===== src/rtl/wash_program_sequencer_pkg.sv =====
// Shared types for the wash program sequencer: state encoding, program record and program table.
package wash_program_sequencer_pkg;

  localparam int DEF_TIME_W = 8;

  typedef enum logic [2:0] {
    S_IDLE,
    S_START,
    S_FILL,
    S_WASH,
    S_SPIN,
    S_DRAIN,
    S_FAULT
  } state_t;

  typedef struct packed {
    logic [DEF_TIME_W-1:0] wash_t;
    logic [DEF_TIME_W-1:0] spin_t;
    logic [1:0]            rinse;
  } prog_t;

  // Times are in ticks; program 3 has no wash time, so clean is requested as soon as WASH is seen.
  localparam prog_t PROG_TABLE [4] = '{
    '{wash_t: 8'd10, spin_t: 8'd5,  rinse: 2'd0},
    '{wash_t: 8'd30, spin_t: 8'd10, rinse: 2'd1},
    '{wash_t: 8'd60, spin_t: 8'd20, rinse: 2'd2},
    '{wash_t: 8'd0,  spin_t: 8'd20, rinse: 2'd0}
  };

  function automatic prog_t lookup_prog(input logic [1:0] sel);
    return PROG_TABLE[sel];
  endfunction

endpackage


===== src/rtl/wash_program_sequencer_if.sv =====
// User controls, washing_machine feedback and command/status lines of the sequencer.
interface wash_program_sequencer_if;

  logic       go;
  logic [1:0] prog_sel;
  logic       fault_clr;
  logic       door_lock;
  logic       motor_wash;
  logic       motor_spin;
  logic       wm_start;
  logic       wm_clean;
  logic       wm_dry;
  logic       busy;
  logic       done;
  logic       fault;
  logic [1:0] pass_left;

  modport slave (
    input  go, prog_sel, fault_clr, door_lock, motor_wash, motor_spin,
    output wm_start, wm_clean, wm_dry, busy, done, fault, pass_left
  );

  modport master (
    output go, prog_sel, fault_clr, door_lock, motor_wash, motor_spin,
    input  wm_start, wm_clean, wm_dry, busy, done, fault, pass_left
  );

endinterface


===== src/rtl/wash_program_sequencer_tick_gen.sv =====
// Prescaler producing a one-cycle tick every TICK_DIV clocks; clr restarts the period.
module wash_program_sequencer_tick_gen #(
  parameter int TICK_DIV = 50_000_000
) (
  input  logic clk50m,
  input  logic rst,
  input  logic clr,
  output logic tick
);

  localparam int CNT_W = (TICK_DIV > 1) ? $clog2(TICK_DIV) : 1;
  localparam logic [CNT_W-1:0] TERM = CNT_W'(TICK_DIV - 1);

  logic [CNT_W-1:0] cnt;

  always_ff @(posedge clk50m or posedge rst) begin
    if (rst) begin
      cnt <= '0;
    end else if (clr || cnt == TERM) begin
      cnt <= '0;
    end else begin
      cnt <= cnt + 1'b1;
    end
  end

  assign tick = (cnt == TERM);

endmodule


===== src/rtl/wash_program_sequencer.sv =====
// Program-level controller for washing_machine: issues start pulses per pass, times wash/spin,
// drives clean/dry and supervises the fill phase with a latched timeout fault.
module wash_program_sequencer
  import wash_program_sequencer_pkg::*;
#(
  parameter int TICK_DIV = 50_000_000,
  parameter int TIME_W   = DEF_TIME_W,
  parameter int FILL_TO  = 255
) (
  input  logic                      clk50m,
  input  logic                      rst,
  wash_program_sequencer_if.slave   bus
);

  localparam logic [TIME_W-1:0] TIMER_MAX = '1;
  localparam logic [TIME_W-1:0] FILL_LIM  = TIME_W'(FILL_TO);

  state_t            state;
  state_t            next_state;
  prog_t             sel_prog;
  logic [TIME_W-1:0] wash_q;
  logic [TIME_W-1:0] spin_q;
  logic [1:0]        pass_left_q;
  logic [TIME_W-1:0] timer;
  logic              door_lock_q;
  logic              done_q;
  logic              tick;
  logic              clr;
  logic              door_fall;
  logic              accept;
  logic              next_pass;
  logic              finish;
  logic              abandon;

  assign sel_prog  = lookup_prog(bus.prog_sel);
  assign clr       = (next_state != state);
  assign door_fall = door_lock_q && !bus.door_lock;

  wash_program_sequencer_tick_gen #(
    .TICK_DIV (TICK_DIV)
  ) u_tick_gen (
    .clk50m (clk50m),
    .rst    (rst),
    .clr    (clr),
    .tick   (tick)
  );

  always_ff @(posedge clk50m or posedge rst) begin
    if (rst) begin
      state       <= S_IDLE;
      wash_q      <= '0;
      spin_q      <= '0;
      pass_left_q <= '0;
      timer       <= '0;
      door_lock_q <= 1'b0;
      done_q      <= 1'b0;
    end else begin
      state       <= next_state;
      door_lock_q <= bus.door_lock;
      done_q      <= finish;
      if (accept) begin
        wash_q      <= TIME_W'(sel_prog.wash_t);
        spin_q      <= TIME_W'(sel_prog.spin_t);
        pass_left_q <= sel_prog.rinse;
      end else if (next_pass) begin
        pass_left_q <= pass_left_q - 2'd1;
      end else if (abandon) begin
        pass_left_q <= '0;
      end
      // Timer restarts with every state change and saturates instead of wrapping.
      if (clr) begin
        timer <= '0;
      end else if (tick && timer != TIMER_MAX) begin
        timer <= timer + 1'b1;
      end
    end
  end

  // A falling door_lock while the plant is active means the washing machine reset under us.
  always_comb begin
    next_state = state;
    accept     = 1'b0;
    next_pass  = 1'b0;
    finish     = 1'b0;
    abandon    = 1'b0;
    case (state)
      S_IDLE: begin
        if (bus.go) begin
          accept     = 1'b1;
          next_state = S_START;
        end
      end
      S_START: next_state = S_FILL;
      S_FILL: begin
        if (door_fall)                next_state = S_FAULT;
        else if (bus.motor_wash)      next_state = S_WASH;
        else if (bus.motor_spin)      next_state = S_SPIN;
        else if (timer == FILL_LIM)   next_state = S_FAULT;
      end
      S_WASH: begin
        if (door_fall)                next_state = S_FAULT;
        else if (bus.motor_spin)      next_state = S_SPIN;
      end
      S_SPIN: begin
        if (door_fall)                next_state = S_FAULT;
        else if (!bus.motor_spin)     next_state = S_DRAIN;
      end
      S_DRAIN: begin
        if (!bus.door_lock) begin
          if (pass_left_q != 2'd0) begin
            next_pass  = 1'b1;
            next_state = S_START;
          end else begin
            finish     = 1'b1;
            next_state = S_IDLE;
          end
        end
      end
      S_FAULT: begin
        if (bus.fault_clr) begin
          abandon    = 1'b1;
          next_state = S_IDLE;
        end
      end
      default: next_state = S_IDLE;
    endcase
  end

  always_comb begin
    bus.wm_start  = (state == S_START);
    bus.wm_clean  = (state == S_WASH) && (timer >= wash_q);
    bus.wm_dry    = (state == S_SPIN) && (timer >= spin_q);
    bus.busy      = (state != S_IDLE);
    bus.fault     = (state == S_FAULT);
    bus.done      = done_q;
    bus.pass_left = pass_left_q;
  end

endmodule


===== src/flat_wrapper.sv =====
// flat-port wrapper written by rule: the top's interface ports become plain ports
module wash_program_sequencer_flat import wash_program_sequencer_pkg::*;
#(
  parameter int TICK_DIV = 50_000_000,
  parameter int TIME_W   = DEF_TIME_W,
  parameter int FILL_TO  = 255
)
  (clk50m, rst, bus_go, bus_prog_sel, bus_fault_clr, bus_door_lock, bus_motor_wash, bus_motor_spin, bus_wm_start, bus_wm_clean, bus_wm_dry, bus_busy, bus_done, bus_fault, bus_pass_left);
  wash_program_sequencer_if bus_i ();
  input  logic clk50m;
  input  logic rst;
  input wire logic [$bits(bus_i.go)-1:0] bus_go;
  input wire logic [$bits(bus_i.prog_sel)-1:0] bus_prog_sel;
  input wire logic [$bits(bus_i.fault_clr)-1:0] bus_fault_clr;
  input wire logic [$bits(bus_i.door_lock)-1:0] bus_door_lock;
  input wire logic [$bits(bus_i.motor_wash)-1:0] bus_motor_wash;
  input wire logic [$bits(bus_i.motor_spin)-1:0] bus_motor_spin;
  output wire logic [$bits(bus_i.wm_start)-1:0] bus_wm_start;
  output wire logic [$bits(bus_i.wm_clean)-1:0] bus_wm_clean;
  output wire logic [$bits(bus_i.wm_dry)-1:0] bus_wm_dry;
  output wire logic [$bits(bus_i.busy)-1:0] bus_busy;
  output wire logic [$bits(bus_i.done)-1:0] bus_done;
  output wire logic [$bits(bus_i.fault)-1:0] bus_fault;
  output wire logic [$bits(bus_i.pass_left)-1:0] bus_pass_left;
  assign bus_i.go = bus_go;
  assign bus_i.prog_sel = bus_prog_sel;
  assign bus_i.fault_clr = bus_fault_clr;
  assign bus_i.door_lock = bus_door_lock;
  assign bus_i.motor_wash = bus_motor_wash;
  assign bus_i.motor_spin = bus_motor_spin;
  assign bus_wm_start = bus_i.wm_start;
  assign bus_wm_clean = bus_i.wm_clean;
  assign bus_wm_dry = bus_i.wm_dry;
  assign bus_busy = bus_i.busy;
  assign bus_done = bus_i.done;
  assign bus_fault = bus_i.fault;
  assign bus_pass_left = bus_i.pass_left;
  wash_program_sequencer #(.TICK_DIV(TICK_DIV), .TIME_W(TIME_W), .FILL_TO(FILL_TO)) u_core (.clk50m(clk50m), .rst(rst), .bus(bus_i));
endmodule

===== config.mk =====
export PLATFORM = sky130hd
export DESIGN_NAME = wash_program_sequencer_flat
export DESIGN_NICKNAME = d
export VERILOG_FILES = /design/src/rtl/wash_program_sequencer_pkg.sv /design/src/rtl/wash_program_sequencer_if.sv /design/src/rtl/wash_program_sequencer_tick_gen.sv /design/src/rtl/wash_program_sequencer.sv /design/src/flat_wrapper.sv
export SDC_FILE = /design/constraint.sdc
export NUM_CORES = 1
export LEC_CHECK = 0
export CAP_MARGIN = 15
export CELL_PAD_IN_SITES_DETAIL_PLACEMENT = 1
export CELL_PAD_IN_SITES_GLOBAL_PLACEMENT = 2
export CORE_ASPECT_RATIO = 1.1
export CORE_MARGIN = 1
export CORE_UTILIZATION = 39
export CTS_CLUSTER_DIAMETER = 150
export DETAILED_ROUTE_END_ITERATION = 7
export GPL_ROUTABILITY_DRIVEN = 1
export PLACE_DENSITY_LB_ADDON = 0.1
export SYNTH_ARGS = -nofsm -noshare
export SYNTH_HDL_FRONTEND = slang
export SYNTH_SLANG_ARGS = --single-unit

===== constraint.sdc =====
create_clock -name clk50m -period 2.9 [get_ports clk50m]
set_input_delay 0.87 -clock clk50m [delete_from_list [all_inputs] [get_ports clk50m]]
set_output_delay 0.87 -clock clk50m [all_outputs]
set_load 0.05 [all_outputs]

==> qor.yml <==
hold_path_depth: 2
path_clk_slew_ns: 0.10
yosysTopAreaCell: "dfrtp_1"
status: "finished, final reports clean"
slew-limit-headroom_pct: 57.6
place_hpwl_mm: 5.14
synth_seq_cells: 49
postCtsHoldBufs: 0
min_from: "u_core.wash_q[3]"
multi_input_area_sq_um: 1760
setup.worst_path.start: "u_core.timer[4]"
p_comb_share_pct: 47.8
routedWlPerCell_um: 15.9
p_per_area_nw_per_um2: 694
critical_path_required_ns: 2.03
final_area_sq_um: 3590
first_pass_iters: 4
p_seq_share_pct: 35.6
synth_common_cells: "dfrtp_1 (49), nor3_1 (35), nand2_1 (26)"
gr-total-overflow: 0
avgViaCountPerCell: 5.29
grt_max_degree: 33
ff_latch_area_sq_um: 1230
internal-power_w: 0.00138
start_util_pct: 40.8
ant_nets: 0
h-tree-depth: 2
synth_area_leaders: "dfrtp_1 (40%), ha_1 (7.3%), nor3_1 (5.7%)"
r2r_end: "u_core.u_tick_gen.cnt[5]"
cts_tree: "done"
worstHoldEndpoint: "u_core.wash_q[3]"
syn_inst: 322
yosysMostFrequentCell: "dfrtp_1"
yosysTopAreaCellShare_pct: 39.8
cpMaxStageDelayCell: "dfrtp_1"
period_share_pct: 94.4
p_sw_w: 0.00111
reg2reg_slack_ns: 0.62
holdWs_ns: 0.491
dieArea_sq_um: 8260
yosys_warnings: 0
port_buffers: 16
cts_max_path_buffers: 2
wl_met1_mm: 3.30
die_x_um: 86.8
power_w: 0.00249
post_synth.cell_area_avg_sq_um: 9.57
fillers: 871
slowest_delay_ns: 0.46
grt_setup_unrepaired: "no"
gp_congestion: 0.788
hold_class: "register to register"
met2_length_mm: 3.76
core-area_sq_um: 7560
swShare_pct: 44.7
num_rows: 33
crit_chain: "ha_1 > or4_1 > o211ai_1 > a21oi_1 > buf_12"
synthesis.nets: 349
p_clk_share_pct: 16.6
clock-sinks: 49
worstMarginPinSlew_ns: 0.623
synth-edff-count: 0
maxSlewViolCount: 0
die_height_um: 95.3
drtIter0Drc: 58
setup_violations: 0
ys_seq_area_share_pct: 39.8
pin_count: 17
n_antenna_cell: 0
first_global_vias: 2574
grt_use_total_pct: 19.7
grt_pass1_wl_mm: 12.6
worstPathArrival_ns: 1.87
met3_length_um: 117
skew_ns: 0.0126
highest_layer: "met4"
min_period_ns: 2.74
finish.utilization_pct: 47.5
root_buffer: "clkbuf_8"
fin_nets: 376
synth_cell_types: 53
layout-area-overhead-vs-synth_pct: 16.5
drive_gt1_share_pct: 15.7
place_area_sq_um: 3430
hold_violations: 0
setup.worst_path.end_class: "output port"
reg2reg_from: "u_core.bus.pass_left[0]"
synth_ff_type: "dfrtp_1"
routed_wl_mm: 7.24
cp-start-kind: "register"
ir_drop_mv: 0.426
vias: 2408
cap_violations: 0
synth-async-reset-ratio_pct: 100
antenna_found_initial: 0
max_freq_ghz: 0.365
cts_buffers: 5
r2r_cells: 7
drc: 0
path_class: "register to output port"
p_leak_nw: 1.47
worstSkewPairLatency_ns: 0.31
synthesis.area_sq_um: 3080
critPathMaxFanout: 6
==> power groups by stage <==
| stage | registers, W | clock network, W | logic [W] |
|---|---|---|---|
| 2_1_floorplan | 0.000888 | 0 | 0.000766 |
| 3_3_place_gp | 0.000895 | 0 | 0.00107 |
| 3_5_place_dp | 0.000896 | 0 | 0.00108 |
| 4_1_cts | 0.000890 | 0.000430 | 0.00121 |
| 5_1_grt | 0.000908 | 0.000458 | 0.00132 |
| 6_report | 0.000888 | 0.000413 | 0.00119 |
==> metrics by stage <==
stage	setup WS (ns)	cells	setup TNS, ns
final	0.163	455	0
after floorplan	0.159	322	0
after CTS	0.0397	453	0
after detailed placement	-0.474	441	-14.11
after global routing	0.0387	455	0
after global placement	-0.421	441	-13.17
==> metal layers <==
| layer | GRT usage (%) | up-vias |
|---|---|---|
| li1 | - | 1203 |
| met1 | 23.1 | 1181 |
| met2 | 38.1 | 19 |
| met3 | 2.94 | 5 |
| met4 | 3.75 | 0 |
| met5 | 0 | - |
==> cells in the final DEF (no fill, tap or decap), types with 3 or more instances in the layout <==
| cell | n |
|---|---|
| nor2b_1 | 7 |
| buf_4 | 20 |
| nand4_1 | 3 |
| xnor2_1 | 19 |
| xor2_1 | 10 |
| nor3_1 | 35 |
| nand2b_1 | 8 |
| ha_1 | 18 |
| dfrtp_1 | 47 |
| nor4_2 | 3 |
| buf_12 | 3 |
| nor3_2 | 4 |
| clkbuf_8 | 5 |
| and3_1 | 6 |
| o21ai_0 | 11 |
| nand2_1 | 26 |
| o211ai_1 | 4 |
| nor2_1 | 8 |
| a21oi_1 | 7 |
| and2_1 | 5 |
| o21bai_1 | 3 |
| and4_1 | 3 |
| clkdlybuf4s50_1 | 11 |
| nor4_1 | 5 |
| nand3_1 | 19 |
| inv_1 | 16 |
| or4_1 | 3 |
==> worst max-delay path, delay by kind of cell (launching register included) <==
kind                     cells  cell delay (ns)
AO/OA/AOI/OAI                2             0.28
buffers and inverters        1             0.17
AND/OR/NAND/NOR              1             0.43
flip-flops                   1             0.46
adder cells (fa/ha/maj)      1             0.22
==> timing repair <==
| item | 4_1_cts | 5_1_grt |
|---|---|---|
| gates cloned | 1 | 0 |
| resized for setup | 2 | 3 |
| endpoints found under the setup margin | 34 | 2 |
| buffers inserted | 3 | 2 |
==> kinds of logic after synthesis <==
logic type | count (synthesis) | share of synthesized area [%]
flops | 49 | 39.8
mux | 2 | 0.649
fa+ha+maj | 18 | 7.31
xor+xnor | 29 | 8.24
buf+inv | 32 | 4.63
compound gates | 41 | 8.85
simple gates | 151 | 30.6
==> final cells by class <==
type | instances | area share (%)
Clock buffer | 6 | 2.02
Multi-Input combinational cell | 242 | 49.0
Inverter | 17 | 1.78
Tap cell | 105 | 3.66
Sequential cell | 49 | 34.2
Clock inverter | 2 | 0.418
Timing Repair Buffer | 34 | 8.92
==> state kept, by name (all words and copies together), names as in the netlist <==
signal and flops:
u_core.bus.done 1, u_core.bus.pass_left 2, u_core.door_lock_q 1, u_core.spin_q 4, u_core.state 3, u_core.timer 8, u_core.u_tick_gen.cnt 26, u_core.wash_q 4
==> how the worst max path moves through the flow <==
stage,depth (start not counted),endpoint
after detailed placement,6,u_core.u_tick_gen.cnt[5]
after floorplan,7,bus_wm_clean
after global placement,6,u_core.u_tick_gen.cnt[13]
after CTS,8,bus_wm_dry
final,5,bus_wm_dry
after global routing,5,bus_wm_dry
Power figures use the tool's default switching activity.
==> RTL edit, RTL diff (same settings) <==
Re-encode `state_t` (7 states) as one-hot, 7 bits wide.
--- a/src/rtl/wash_program_sequencer_pkg.sv
+++ b/src/rtl/wash_program_sequencer_pkg.sv
@@ -4,12 +4,12 @@
   localparam int DEF_TIME_W = 8;
 
-  typedef enum logic [2:0] {
-    S_IDLE,
-    S_START,
-    S_FILL,
-    S_WASH,
-    S_SPIN,
-    S_DRAIN,
-    S_FAULT
+  typedef enum logic [6:0] {
+    S_IDLE  = 7'b0000001,
+    S_START = 7'b0000010,
+    S_FILL  = 7'b0000100,
+    S_WASH  = 7'b0001000,
+    S_SPIN  = 7'b0010000,
+    S_DRAIN = 7'b0100000,
+    S_FAULT = 7'b1000000
   } state_t;
 
Function: no difference found for any inputs over 10 cycles, from zero or initial values and one cycle with rst high; not proved beyond that.
==> RTL edit against the unedited design <==
Utilization decreased by 0.15 points; highest routed layer unchanged; cell area is 4.4% higher; sequential cell count is 4 higher; count of clock-buffer cells in the layout fell by 1; routed wire length up 3.4%; total power up 2.5%; non-clock buffer count rose by 4; synthesized area up 3.3%; worst setup slack lost 0.049 ns; clock power is 12% higher; critical endpoint is now bus_fault.
==> RTL edit: results (changes against the unedited design) <==
Status: complete, no violations (unchanged)
First DRT Iteration DRCs: 94 (was 58)
Non-clock inverter count: 18 (was 17)
Fill cell count: 950 (was 871)
Post-CTS setup buffer count: 1 (was 3)
GRT Resource Usage Total: 19.2% (was 19.7%)
GRT met3 Usage: 2.82% (was 2.94%)
VDD IR max: 0.327 mV (was 0.426 mV)
Via count: 2572 (was 2408)
Clk_skew: 0.0106 ns (was 0.0126 ns)
Reg-to-reg critical path endpoint: u_core.timer[4] (was u_core.u_tick_gen.cnt[5])
HPWL after DPL: 5.74 mm (was 5.14 mm)
Number of synthesized register bits: 53 (was 49)
Top delay family on crit path: simple AND/OR/NAND/NOR gates (was flip-flops)
P_leak: 1.65 nW (was 1.47 nW)
Multi-Input Combinational: 269 (was 242)
Met1 Usage GRT: 24.1% (was 23.1%)
FMAX: 359 MHz (was 365 MHz)
Reg2reg start: u_core.u_tick_gen.cnt[0] (was u_core.bus.pass_left[0])
Area of the multi-input gates: 0.00174 mm^2 (was 0.00176 mm^2)
Met1 WL: 3.41 mm (was 3.30 mm)
Final #Nets: 412 (was 376)
Least-Margin Pin Slew: 0.491 ns (was 0.623 ns)
Seq/Total Area, Yosys: 41.7% (was 39.8%)
Sequential share of cell area: 35.4% (was 34.2%)
Placed instance area: 0.00363 mm^2 (was 0.00343 mm^2)
Synth cell types: 48 (was 53)
Hold EP: u_core.spin_q[4] (was u_core.wash_q[3])
Most frequent cell after synthesis: nor2_1 (was dfrtp_1)
Vias in the first global route: 2673 (was 2574)
Top cells by instance count after synthesis: nor2_1, dfrtp_1, nand2_1 (was dfrtp_1, nor3_1, nand2_1)
Min Hold Slack: 0.499 ns (was 0.491 ns)
RTL edit: cell count changes after synthesis, sizes merged, moves of 4 or more:
cell	unedited run	this run
nor2	8	56
nor3	39	10
nand4	4	11
xor2	10	16
and2	5	0
nor3b	1	6
a21o	0	4
buf	12	8
RTL edit: cells by family (layout without fill, tap and decap cells):
family,Yosys count,count (layout),share of synthesized area [%]
flip-flops,53,53,41.7
AND/OR/NAND/NOR,175,175,29.1
adder cells (fa/ha/maj),18,18,7.07
buffers and inverters,28,64,4.01
multiplexers,2,2,0.629
XOR/XNOR,32,32,8.80
AO/OA/AOI/OAI,42,42,8.72
RTL edit: report_power, final:
| part | internal, mW | switching, mW | total (mW) |
|---|---|---|---|
| logic | 0.481 | 0.654 | 1.13 |
| clock network | 0.177 | 0.284 | 0.461 |
| registers | 0.845 | 0.114 | 0.960 |
| total | 1.50 | 1.05 | 2.56 |
